### src/rtl/issue_queue_free_list_if.sv
// Allocation/release bus between the scheduler (master) and the issue-queue free list (slave).
interface issue_queue_free_list_if #(
    parameter int unsigned ENTRY_NUM      = 16,
    parameter int unsigned DISPATCH_WIDTH = 2,
    parameter int unsigned RELEASE_WIDTH  = 2,
    parameter int unsigned IDX_W          = $clog2(ENTRY_NUM)
);
    logic                                     flush;
    logic [DISPATCH_WIDTH-1:0]                allocReq;
    logic [DISPATCH_WIDTH-1:0][IDX_W-1:0]     allocPtr;
    logic                                     allocatable;
    logic [RELEASE_WIDTH-1:0]                 releaseEntry;
    logic [RELEASE_WIDTH-1:0][IDX_W-1:0]      releasePtr;
    logic [IDX_W:0]                           freeCount;
    logic                                     error;

    modport master (
        output flush, allocReq, releaseEntry, releasePtr,
        input  allocPtr, allocatable, freeCount, error
    );

    modport slave (
        input  flush, allocReq, releaseEntry, releasePtr,
        output allocPtr, allocatable, freeCount, error
    );
endinterface

### src/rtl/issue_queue_free_list.sv
// Circular free list of issue-queue entry indices: combinational allocation read,
// multi-lane release write, sticky underflow/overflow detection.
module issue_queue_free_list #(
    parameter int unsigned ENTRY_NUM      = 16,
    parameter int unsigned DISPATCH_WIDTH = 2,
    parameter int unsigned RELEASE_WIDTH  = 2,
    parameter int unsigned IDX_W          = $clog2(ENTRY_NUM)
) (
    input logic                  clk,
    input logic                  rst,
    issue_queue_free_list_if.slave bus
);
    localparam int unsigned CntW = IDX_W + 2;

    logic [IDX_W-1:0] list_q [ENTRY_NUM];
    logic [IDX_W-1:0] head_q, tail_q;
    logic [IDX_W:0]   count_q;
    logic             error_q;

    logic [CntW-1:0]  pre_a [DISPATCH_WIDTH];
    logic [CntW-1:0]  pre_r [RELEASE_WIDTH];
    logic [CntW-1:0]  n_alloc, n_rel, next_cnt;
    logic [IDX_W-1:0] rd_addr [DISPATCH_WIDTH];
    logic [IDX_W-1:0] wr_addr [RELEASE_WIDTH];
    logic             underflow, overflow;

    // Per-lane offsets are prefix popcounts so sparse lanes pack densely.
    always_comb begin
        pre_a[0] = '0;
        for (int i = 1; i < DISPATCH_WIDTH; i++) begin
            pre_a[i] = pre_a[i-1] + CntW'(bus.allocReq[i-1]);
        end
        n_alloc = pre_a[DISPATCH_WIDTH-1] + CntW'(bus.allocReq[DISPATCH_WIDTH-1]);
        pre_r[0] = '0;
        for (int j = 1; j < RELEASE_WIDTH; j++) begin
            pre_r[j] = pre_r[j-1] + CntW'(bus.releaseEntry[j-1]);
        end
        n_rel = pre_r[RELEASE_WIDTH-1] + CntW'(bus.releaseEntry[RELEASE_WIDTH-1]);
    end

    always_comb begin
        for (int i = 0; i < DISPATCH_WIDTH; i++) begin
            rd_addr[i]      = head_q + pre_a[i][IDX_W-1:0];
            bus.allocPtr[i] = list_q[rd_addr[i]];
        end
        for (int j = 0; j < RELEASE_WIDTH; j++) begin
            wr_addr[j] = tail_q + pre_r[j][IDX_W-1:0];
        end
    end

    always_comb begin
        next_cnt  = CntW'(count_q) - n_alloc + n_rel;
        underflow = n_alloc > CntW'(count_q);
        overflow  = !underflow && (next_cnt > CntW'(ENTRY_NUM));
    end

    always_ff @(posedge clk or negedge rst) begin
        if (!rst) begin
            for (int k = 0; k < ENTRY_NUM; k++) begin
                list_q[k] <= IDX_W'(k);
            end
            head_q  <= '0;
            tail_q  <= '0;
            count_q <= (IDX_W+1)'(ENTRY_NUM);
            error_q <= 1'b0;
        end else if (bus.flush) begin
            for (int k = 0; k < ENTRY_NUM; k++) begin
                list_q[k] <= IDX_W'(k);
            end
            head_q  <= '0;
            tail_q  <= '0;
            count_q <= (IDX_W+1)'(ENTRY_NUM);
        end else if (underflow || overflow) begin
            error_q <= 1'b1;
        end else begin
            for (int j = 0; j < RELEASE_WIDTH; j++) begin
                if (bus.releaseEntry[j]) begin
                    list_q[wr_addr[j]] <= bus.releasePtr[j];
                end
            end
            head_q  <= head_q + n_alloc[IDX_W-1:0];
            tail_q  <= tail_q + n_rel[IDX_W-1:0];
            count_q <= next_cnt[IDX_W:0];
        end
    end

    assign bus.freeCount   = count_q;
    assign bus.allocatable = count_q >= (IDX_W+1)'(DISPATCH_WIDTH);
    assign bus.error       = error_q;
endmodule

### src/flat_wrapper.sv
// flat-port wrapper written by rule: the top's interface ports become plain ports
module issue_queue_free_list_flat 
#(
    parameter int unsigned ENTRY_NUM      = 16,
    parameter int unsigned DISPATCH_WIDTH = 2,
    parameter int unsigned RELEASE_WIDTH  = 2,
    parameter int unsigned IDX_W          = $clog2(ENTRY_NUM)
)
  (clk, rst, bus_flush, bus_allocReq, bus_releaseEntry, bus_releasePtr, bus_allocPtr, bus_allocatable, bus_freeCount, bus_error);
  issue_queue_free_list_if #(.ENTRY_NUM(ENTRY_NUM), .DISPATCH_WIDTH(DISPATCH_WIDTH), .RELEASE_WIDTH(RELEASE_WIDTH), .IDX_W(IDX_W)) bus_i ();
  input logic clk;
  input logic rst;
  input wire logic [$bits(bus_i.flush)-1:0] bus_flush;
  input wire logic [$bits(bus_i.allocReq)-1:0] bus_allocReq;
  input wire logic [$bits(bus_i.releaseEntry)-1:0] bus_releaseEntry;
  input wire logic [$bits(bus_i.releasePtr)-1:0] bus_releasePtr;
  output wire logic [$bits(bus_i.allocPtr)-1:0] bus_allocPtr;
  output wire logic [$bits(bus_i.allocatable)-1:0] bus_allocatable;
  output wire logic [$bits(bus_i.freeCount)-1:0] bus_freeCount;
  output wire logic [$bits(bus_i.error)-1:0] bus_error;
  assign bus_i.flush = bus_flush;
  assign bus_i.allocReq = bus_allocReq;
  assign bus_i.releaseEntry = bus_releaseEntry;
  assign bus_i.releasePtr = bus_releasePtr;
  assign bus_allocPtr = bus_i.allocPtr;
  assign bus_allocatable = bus_i.allocatable;
  assign bus_freeCount = bus_i.freeCount;
  assign bus_error = bus_i.error;
  issue_queue_free_list #(.ENTRY_NUM(ENTRY_NUM), .DISPATCH_WIDTH(DISPATCH_WIDTH), .RELEASE_WIDTH(RELEASE_WIDTH), .IDX_W(IDX_W)) u_core (.clk(clk), .rst(rst), .bus(bus_i));
endmodule
### config.mk
export PLATFORM = sky130hd
export DESIGN_NAME = issue_queue_free_list_flat
export DESIGN_NICKNAME = d
export VERILOG_FILES = /design/src/rtl/issue_queue_free_list_if.sv /design/src/rtl/issue_queue_free_list.sv /design/src/flat_wrapper.sv
export SDC_FILE = /design/constraint.sdc
export NUM_CORES = 1
export LEC_CHECK = 0
export BUFFER_PORTS_ARGS = -buffer_cell sky130_fd_sc_hd__buf_4
export CELL_PAD_IN_SITES_DETAIL_PLACEMENT = 1
export CELL_PAD_IN_SITES_GLOBAL_PLACEMENT = 1
export CORE_MARGIN = 5
export CORE_UTILIZATION = 39
export DETAILED_ROUTE_END_ITERATION = 6
export GPL_TIMING_DRIVEN = 1
export PLACE_DENSITY_LB_ADDON = 0.1
export SLEW_MARGIN = 0
export SYNTH_ARGS = -nofsm -noshare
export SYNTH_HDL_FRONTEND = slang
export SYNTH_SLANG_ARGS = --single-unit
### constraint.sdc
create_clock -name clk -period 3.1 [get_ports clk]
set_input_delay 0.62 -clock clk [delete_from_list [all_inputs] [get_ports clk]]
set_output_delay 0.62 -clock clk [all_outputs]
set_load 0.01 [all_outputs]
==> results by group, run 1 <==
Run status
  – Outcome: finished with violations
  – Failing checks: negative setup slack

GRT
  – Pin count of the biggest net entering global routing: just under 80
  – Overall Global Routing Usage: 26.0%
  – First-pass GRT wire length: ~37,000 um
  – Initial antenna violation count: 0
  – Vias in the first global route: 6,206
  – Overflow after GRT: 0

STA
  – Count of final hold-check violations: 0
  – WHS: between 0.2 and 0.25 ns
  – Final Critical Period: roughly 3.2 ns
  – Max Freq: ~320 MHz
  – Pins Over Slew Limit: 0
  – Worst-Margin Slew: slightly above 0.8 ns
  – Worst Clk Skew: just under 0.009 ns
  – Final Setup Violations: 4
  – Slew HR: between 40% and 50%
  – RSZ-0062 raised after global routing: yes
  – PnR worst setup slack: -0.0689 ns
  – Share of the clock period used by the worst path after layout: 102%

Cells and area
  – Final Util: 52.1%
  – N_diodes: 0
  – Fillers: about 1,800
  – Layout cells sized above 1: about two fifths
  – Layout Nets: just under 800
  – Layout area overhead: 30.7%

Critical path
  – Critical path class: primary input to primary output
  – Slowest cell on the critical path: mux4_2
  – Crit path max-delay family: multiplexers
  – Critical path cell sequence: buf_8 > buf_6 > ha_4 > buf_12 > mux4_2 > mux4_2 > buf_6
  – Max stage delay on crit path: about 0.56 ns
  – CP required: between 2 and 2.5 ns
  – Crit path DAT: between 2 and 3 ns
  – CP bufs+invs: 4
  – CP Max Fanout: 8
  – CP Capture Type: primary output
  – Startpoint types: primary input

Detailed routing
  – First-pass detailed-route iteration total: 5
  – Initial DRC count: between 300 and 400
  – Vias per inst: 6.10
  – Detail Route Antenna Nets: 0
  – DRC errors left: 0
  – DRT Wirelength: 23,900 um
  – DR vias: 5,830
  – Drt wl/cell: approximately 25 um

Logic synthesis
  – Count of different cell masters after synthesis: between 50 and 60
  – Compound-gate portion of the synthesized area: around 18%
  – Avg Cell Area, Syn: just under 10 um^2
  – Number of synthesized flops with an enable pin: 0
  – Seq cells post-synth: a little under 80
  – Synth warn: 0
  – Leading area contributor after synthesis: dfrtp_1
  – Synth Area in XOR/XNOR: less than 1%
  – Yosys top cell area share: 17.7%
  – Syn_nets: around 700
  – Post-synthesis instance total: ~660
  – Synth async-reset ratio: 100%
  – Top-count cell post-synth: nand2_1
  – Post-synthesis mux area share: roughly a quarter
  – Commonest cells post-synth: nand2_1 (70), nor2_1 (68), dfrtp_1 (45)
  – Leading post-synthesis cells by cell area: dfrtp_1 (18%), mux4_2 (14%), dfstp_2 (14%)
  – Seq/Total Area, Yosys: a little under a third
  – Main synth FF type: dfrtp_1
  – Area share of fa/ha/maj cells after synthesis: under 10%
  – Synthesized cell area: around 6400 um^2
  – Simple-gate share of the synthesized area: 16.4%
  – Largest family of logic cells by synthesized area: multiplexers

CTS
  – TritonCTS Sinks: 78
  – Reg clk slew, reported paths: around 0.060 ns
  – TritonCTS Buffers: 9
  – Root Driver: clkbuf_16
  – CTS tree: yes
  – Worst skew pair latency: about 0.36 ns
  – # hold bufs at CTS: 0
  – H-tree depth: 3
  – CTS max path bufs: 2

Place
  – Port bufs: 29
  – Placer Congestion: about 0.92
  – Detailed-placement wirelength estimate: 16,200 um

Die
  – Cell Rows: 46
  – Chip height: roughly 140 um
  – # IOs: 30
  – Die Area: about 19,000 um^2
  – Initial core utilization: 39.9%
  – Die X: 138 um
  – Core outline area: about 16,000 um^2

Flow run
  – Max cap viols: 0

Pwr
  – Leakage: 3.23 nW
  – Pwr/cell area: ~1000 nW/um^2
  – Worst VDD drop: 0.508 mV

Min path
  – Hold Crit Class: primary input to asynchronous set/reset pin
logic make-up (layout without fill, tap and decap cells):
family	Yosys count	in the layout
compound gates	164	164
flops	78	78
xor+xnor	7	7
buf+inv	72	152
simple gates	214	214
mux	99	99
fa+ha+maj	25	25
placed cells by master, fill, tap and decap left out, types with 10 or more instances in the layout:
| master | netlist | final |
|---|---|---|
| inv_1 | 24 | 21 |
| a21oi_1 | 32 | 24 |
| a211o_1 | 24 | 24 |
| buf_6 | 0 | 11 |
| mux4_2 | 40 | 40 |
| nor2_1 | 68 | 67 |
| o22ai_1 | 16 | 13 |
| nand2b_1 | 22 | 22 |
| a211oi_2 | 2 | 26 |
| buf_4 | 0 | 85 |
| ha_1 | 23 | 14 |
| a211oi_1 | 37 | 12 |
| o21bai_1 | 10 | 10 |
| nor3_2 | 10 | 10 |
| dfrtp_1 | 45 | 45 |
| mux2_2 | 17 | 16 |
| clkbuf_16 | 0 | 12 |
| nand2_1 | 70 | 70 |
| dfstp_2 | 33 | 33 |
| mux2i_1 | 42 | 42 |
layer usage:
layer	wire length, um	track usage [%]	vias up
li1	-	-	2582
met1	10100	33.1	3047
met2	12000	42.9	163
met3	1230	5.95	38
met4	543	10.1	0
met5	0	0	-
report_power, final:
part / internal [W] / leakage (nW) / total, W / switching (W)
Combinational: 0.00302 / 2.11 / 0.00591 / 0.00290
Clock: 0.000710 / 0.162 / 0.00117 / 0.000460
Sequential: 0.00129 / 0.965 / 0.00149 / 0.000205
what timing repair did:
item                                    4_1_cts  5_1_grt
resized for setup                            31       65
buffers inserted                              6        3
pin swaps                                    10       17
endpoints found under the setup margin       15       77
gates cloned                                  2        4
registers in the layout, indices dropped and copies added, names as in the netlist:
| signal | count |
|---|---|
| u_core.head_q | 4 |
| u_core.list_q | 64 |
| u_core.tail_q | 4 |
| u_core.bus.freeCount | 5 |
| u_core.bus.error | 1 |
metrics by stage:
step | total power, W | cell area [um^2] | setup WS (ns) | instances | setup TNS (ns)
detailed placement | 0.00595 | 7340 | -0.496 | 924 | -25.58
CTS | 0.00762 | 7900 | -0.0796 | 948 | -0.260
global placement | 0.00581 | 7340 | -0.328 | 924 | -18.39
global route | 0.00902 | 8310 | -0.0830 | 955 | -0.464
floorplan | 0.00398 | 6440 | -0.0545 | 659 | -0.0545
finish | 0.00858 | 8310 | -0.0689 | 955 | -0.224
area by class of cell:
| type | count | area [um^2] | area share, % |
|---|---|---|---|
| flip-flops and latches | 78 | 1990 | 24.0 |
| clock inverters | 3 | 40.0 | 0.482 |
| well taps | 216 | 270 | 3.25 |
| inverters | 24 | 90.1 | 1.08 |
| multi-input cells | 509 | 4520 | 54.4 |
| clock buffers | 13 | 280 | 3.37 |
| repair buffers | 112 | 1110 | 13.4 |
worst paths after layout:
| path | depth (start not counted) | start | slack, ns | end |
|---|---|---|---|---|
| max in group asynchronous | 2 | rst | 2.18 | u_core.list_q[19]$_DFFE_PN1P_ |
| min reg2reg | 1 | u_core.bus.error$_DFFE_PN0P_ | 0.48 | u_core.bus.error$_DFFE_PN0P_ |
| max reg2reg | 13 | u_core.bus.freeCount[0]$_DFFE_PN0P_ | 0.09 | u_core.head_q[3]$_DFFE_PN0P_ |
| min in group clk | 1 | u_core.bus.error$_DFFE_PN0P_ | 0.48 | u_core.bus.error$_DFFE_PN0P_ |
| max | 7 | bus_allocReq[0] | -0.07 | bus_allocPtr[6] |
| min | 1 | rst | 0.23 | u_core.list_q[50]$_DFFE_PN0P_ |
Power figures use the tool's default switching activity.
==> run 2: changes to the inputs <==
--- a/config.mk
+++ b/config.mk
@@ -6,13 +6,13 @@
 export NUM_CORES = 1
 export LEC_CHECK = 0
 export BUFFER_PORTS_ARGS = -buffer_cell sky130_fd_sc_hd__buf_4
+export CAP_MARGIN = 10
 export CELL_PAD_IN_SITES_DETAIL_PLACEMENT = 1
 export CELL_PAD_IN_SITES_GLOBAL_PLACEMENT = 1
 export CORE_MARGIN = 5
 export CORE_UTILIZATION = 39
 export DETAILED_ROUTE_END_ITERATION = 6
-export GPL_TIMING_DRIVEN = 1
-export PLACE_DENSITY_LB_ADDON = 0.1
+export PLACE_DENSITY_LB_ADDON = 0.05
 export SLEW_MARGIN = 0
 export SYNTH_ARGS = -nofsm -noshare
 export SYNTH_HDL_FRONTEND = slang
==> results by group, run 2 (same netlist as run 1, synthesis figures left out) <==
Die
  – Chip height: ~140 um
  – Initial core utilization: 39.9%
  – Cell Rows: between 40 and 50
  – Die X: 138 um
  – Core outline area: 15,900 um^2
  – # IOs: 30
  – Die Area: approximately 19,000 um^2

Cells and area
  – Fillers: between 1,500 and 2,000
  – Layout cells sized above 1: around 39%
  – Layout Nets: between 700 and 800
  – Most common library cell in the layout ignoring fill and taps: buf_4
  – Area of the multi-input gates: roughly 4400 um^2
  – Max reg flops: between 60 and 70
  – Reg with most FFs: u_core.list_q
  – FF+latch area: approximately 2000 um^2
  – N_diodes: 0
  – Commonest non-fill, non-tap cells in the layout: buf_4 (71), nor2_1 (64), nand2_1 (52), dfrtp_1 (45), mux2i_1 (42)
  – Layout area overhead: 27.0%
  – Fin area: a little over 8000 um^2

Pwr
  – Switching Power: roughly 0.0033 W
  – Logic pwr share: around 65%
  – Pint: between 0.004 and 0.005 W
  – Leakage: approximately 3.2 nW
  – Seq pwr share: a little under a fifth
  – Pwr/cell area: slightly below 1000 nW/um^2
  – Clock share of power: 15.7%
  – Switching part of the total: around 43%
  – Worst VDD drop: about 0.68 mV

Critical path
  – Slowest cell on the critical path: mux4_2
  – CP most frequent cell: buf_6
  – Crit path launch: bus_allocReq[0]
  – Max stage delay on crit path: roughly 0.56 ns
  – Worst Reg-to-Reg Cells: 15
  – CP required: around 2.5 ns
  – Critical path class: primary input to primary output
  – Crit path max-delay family: multiplexers
  – Crit path DAT: approximately 2.5 ns
  – Critical path cell sequence: buf_8 > buf_6 > ha_4 > buf_6 > mux4_2 > mux4_2 > buf_6
  – CP Capture Type: primary output
  – Crit Reg-Reg Endpoint: u_core.list_q[61]$_DFFE_PN0P_
  – Worst r2r src: u_core.bus.freeCount[0]$_DFFE_PN0P_
  – CP Max Fanout: 4
  – Reg-to-reg slack, setup: roughly 0.090 ns
  – Startpoint types: primary input
  – CP bufs+invs: 4

STA
  – Slew HR: about 47%
  – Share of the clock period used by the worst path after layout: 101%
  – WHS: about 0.24 ns
  – Worst Clk Skew: around 0.0076 ns
  – Final Setup Violations: 6
  – Final Critical Period: approximately 3.1 ns
  – PnR worst setup slack: -0.0398 ns
  – RSZ-0062 raised after global routing: yes
  – Pins Over Slew Limit: 0
  – Max Freq: ~320 MHz
  – Count of final hold-check violations: 0
  – Worst-Margin Slew: a little under 0.8 ns

GRT
  – First-pass GRT wire length: roughly 36,000 um
  – Overall Global Routing Usage: roughly a quarter
  – Vias in the first global route: roughly 6,000
  – Pin count of the biggest net entering global routing: just under 70
  – Initial antenna violation count: 0
  – Overflow after GRT: 0

Run status
  – Outcome: finished with violations
  – Failing checks: negative setup slack

CTS
  – Root Driver: clkbuf_16
  – CTS max path bufs: 2
  – # hold bufs at CTS: 0
  – Reg clk slew, reported paths: approximately 0.06 ns
  – H-tree depth: 3
  – TritonCTS Buffers: 9
  – TritonCTS Sinks: between 70 and 80
  – CTS tree: yes
  – Worst skew pair latency: 0.36 ns

Detailed routing
  – DRT Wirelength: 23,300 um
  – DR vias: about 5,700
  – DRC errors left: 0
  – Initial DRC count: ~360
  – Detail Route Antenna Nets: 0
  – Vias per inst: roughly 6
  – First-pass detailed-route iteration total: 5
  – Drt wl/cell: ~25 um

Place
  – Detailed-placement wirelength estimate: 15,900 um
  – Port bufs: 29
  – Placer Congestion: about 0.88
  – Area post-placement: slightly above 7000 um^2

Min path
  – Hold Crit Class: primary input to asynchronous set/reset pin

Flow run
  – Max cap viols: 0
run 2: metrics by stage:
stage	power, W	worst slack [ns]	setup TNS (ns)	util [%]	instances
4_1_cts	0.00712	-0.0396	-0.145	48.3	932
3_5_place_dp	0.00556	-0.385	-24.07	45.4	912
2_1_floorplan	0.00398	-0.0545	-0.0545	-	659
6_report	0.00779	-0.0398	-0.159	50.6	940
5_1_grt	0.00820	-0.121	-4.48	50.6	940
3_3_place_gp	0.00542	-0.308	-19.09	45.4	912
run 2: worst max path at each step:
stage	to	slack, ns	cells past startpoint
after detailed placement	u_core.list_q[47]$_DFFE_PN0P_	-0.39	12
after global routing	u_core.list_q[35]$_DFFE_PN0P_	-0.12	15
after CTS	bus_allocPtr[6]	-0.04	7
final	bus_allocPtr[4]	-0.04	7
after floorplan	u_core.head_q[3]$_DFFE_PN0P_	-0.05	12
after global placement	u_core.list_q[51]$_DFFE_PN0P_	-0.31	14
run 2: layout make-up:
class                      count  area share, %
clock buffer                  13           3.35
clock inverter                 3          0.806
inverter                      24           1.12
multi-input combinational    509           54.8
sequential                    78           24.7
tap                          216           3.35
timing repair buffer          97           11.9
run 2: what timing repair did:
item,in CTS,in global routing
buffers inserted,2,6
setup endpoints to repair,17,82
gates resized for setup,15,67
cloned,2,2
pin swaps,5,17
run 2: per-layer routing:
layer	vias up	part of all wire (%)	track usage, %
li1	2557	-	-
met1	2960	43	33.7
met2	170	48	40.3
met3	58	5.1	5.19
met4	0	3.8	10.4
met5	-	0	0
run 2: power groups by stage:
stage               combinational, W  clock [W]  sequential (W)
CTS                          0.00441    0.00125         0.00147
detailed placement           0.00408          0         0.00148
global placement             0.00396          0         0.00147
global route                 0.00542    0.00129         0.00150
finish                       0.00509    0.00122         0.00148
floorplan                    0.00256          0         0.00142
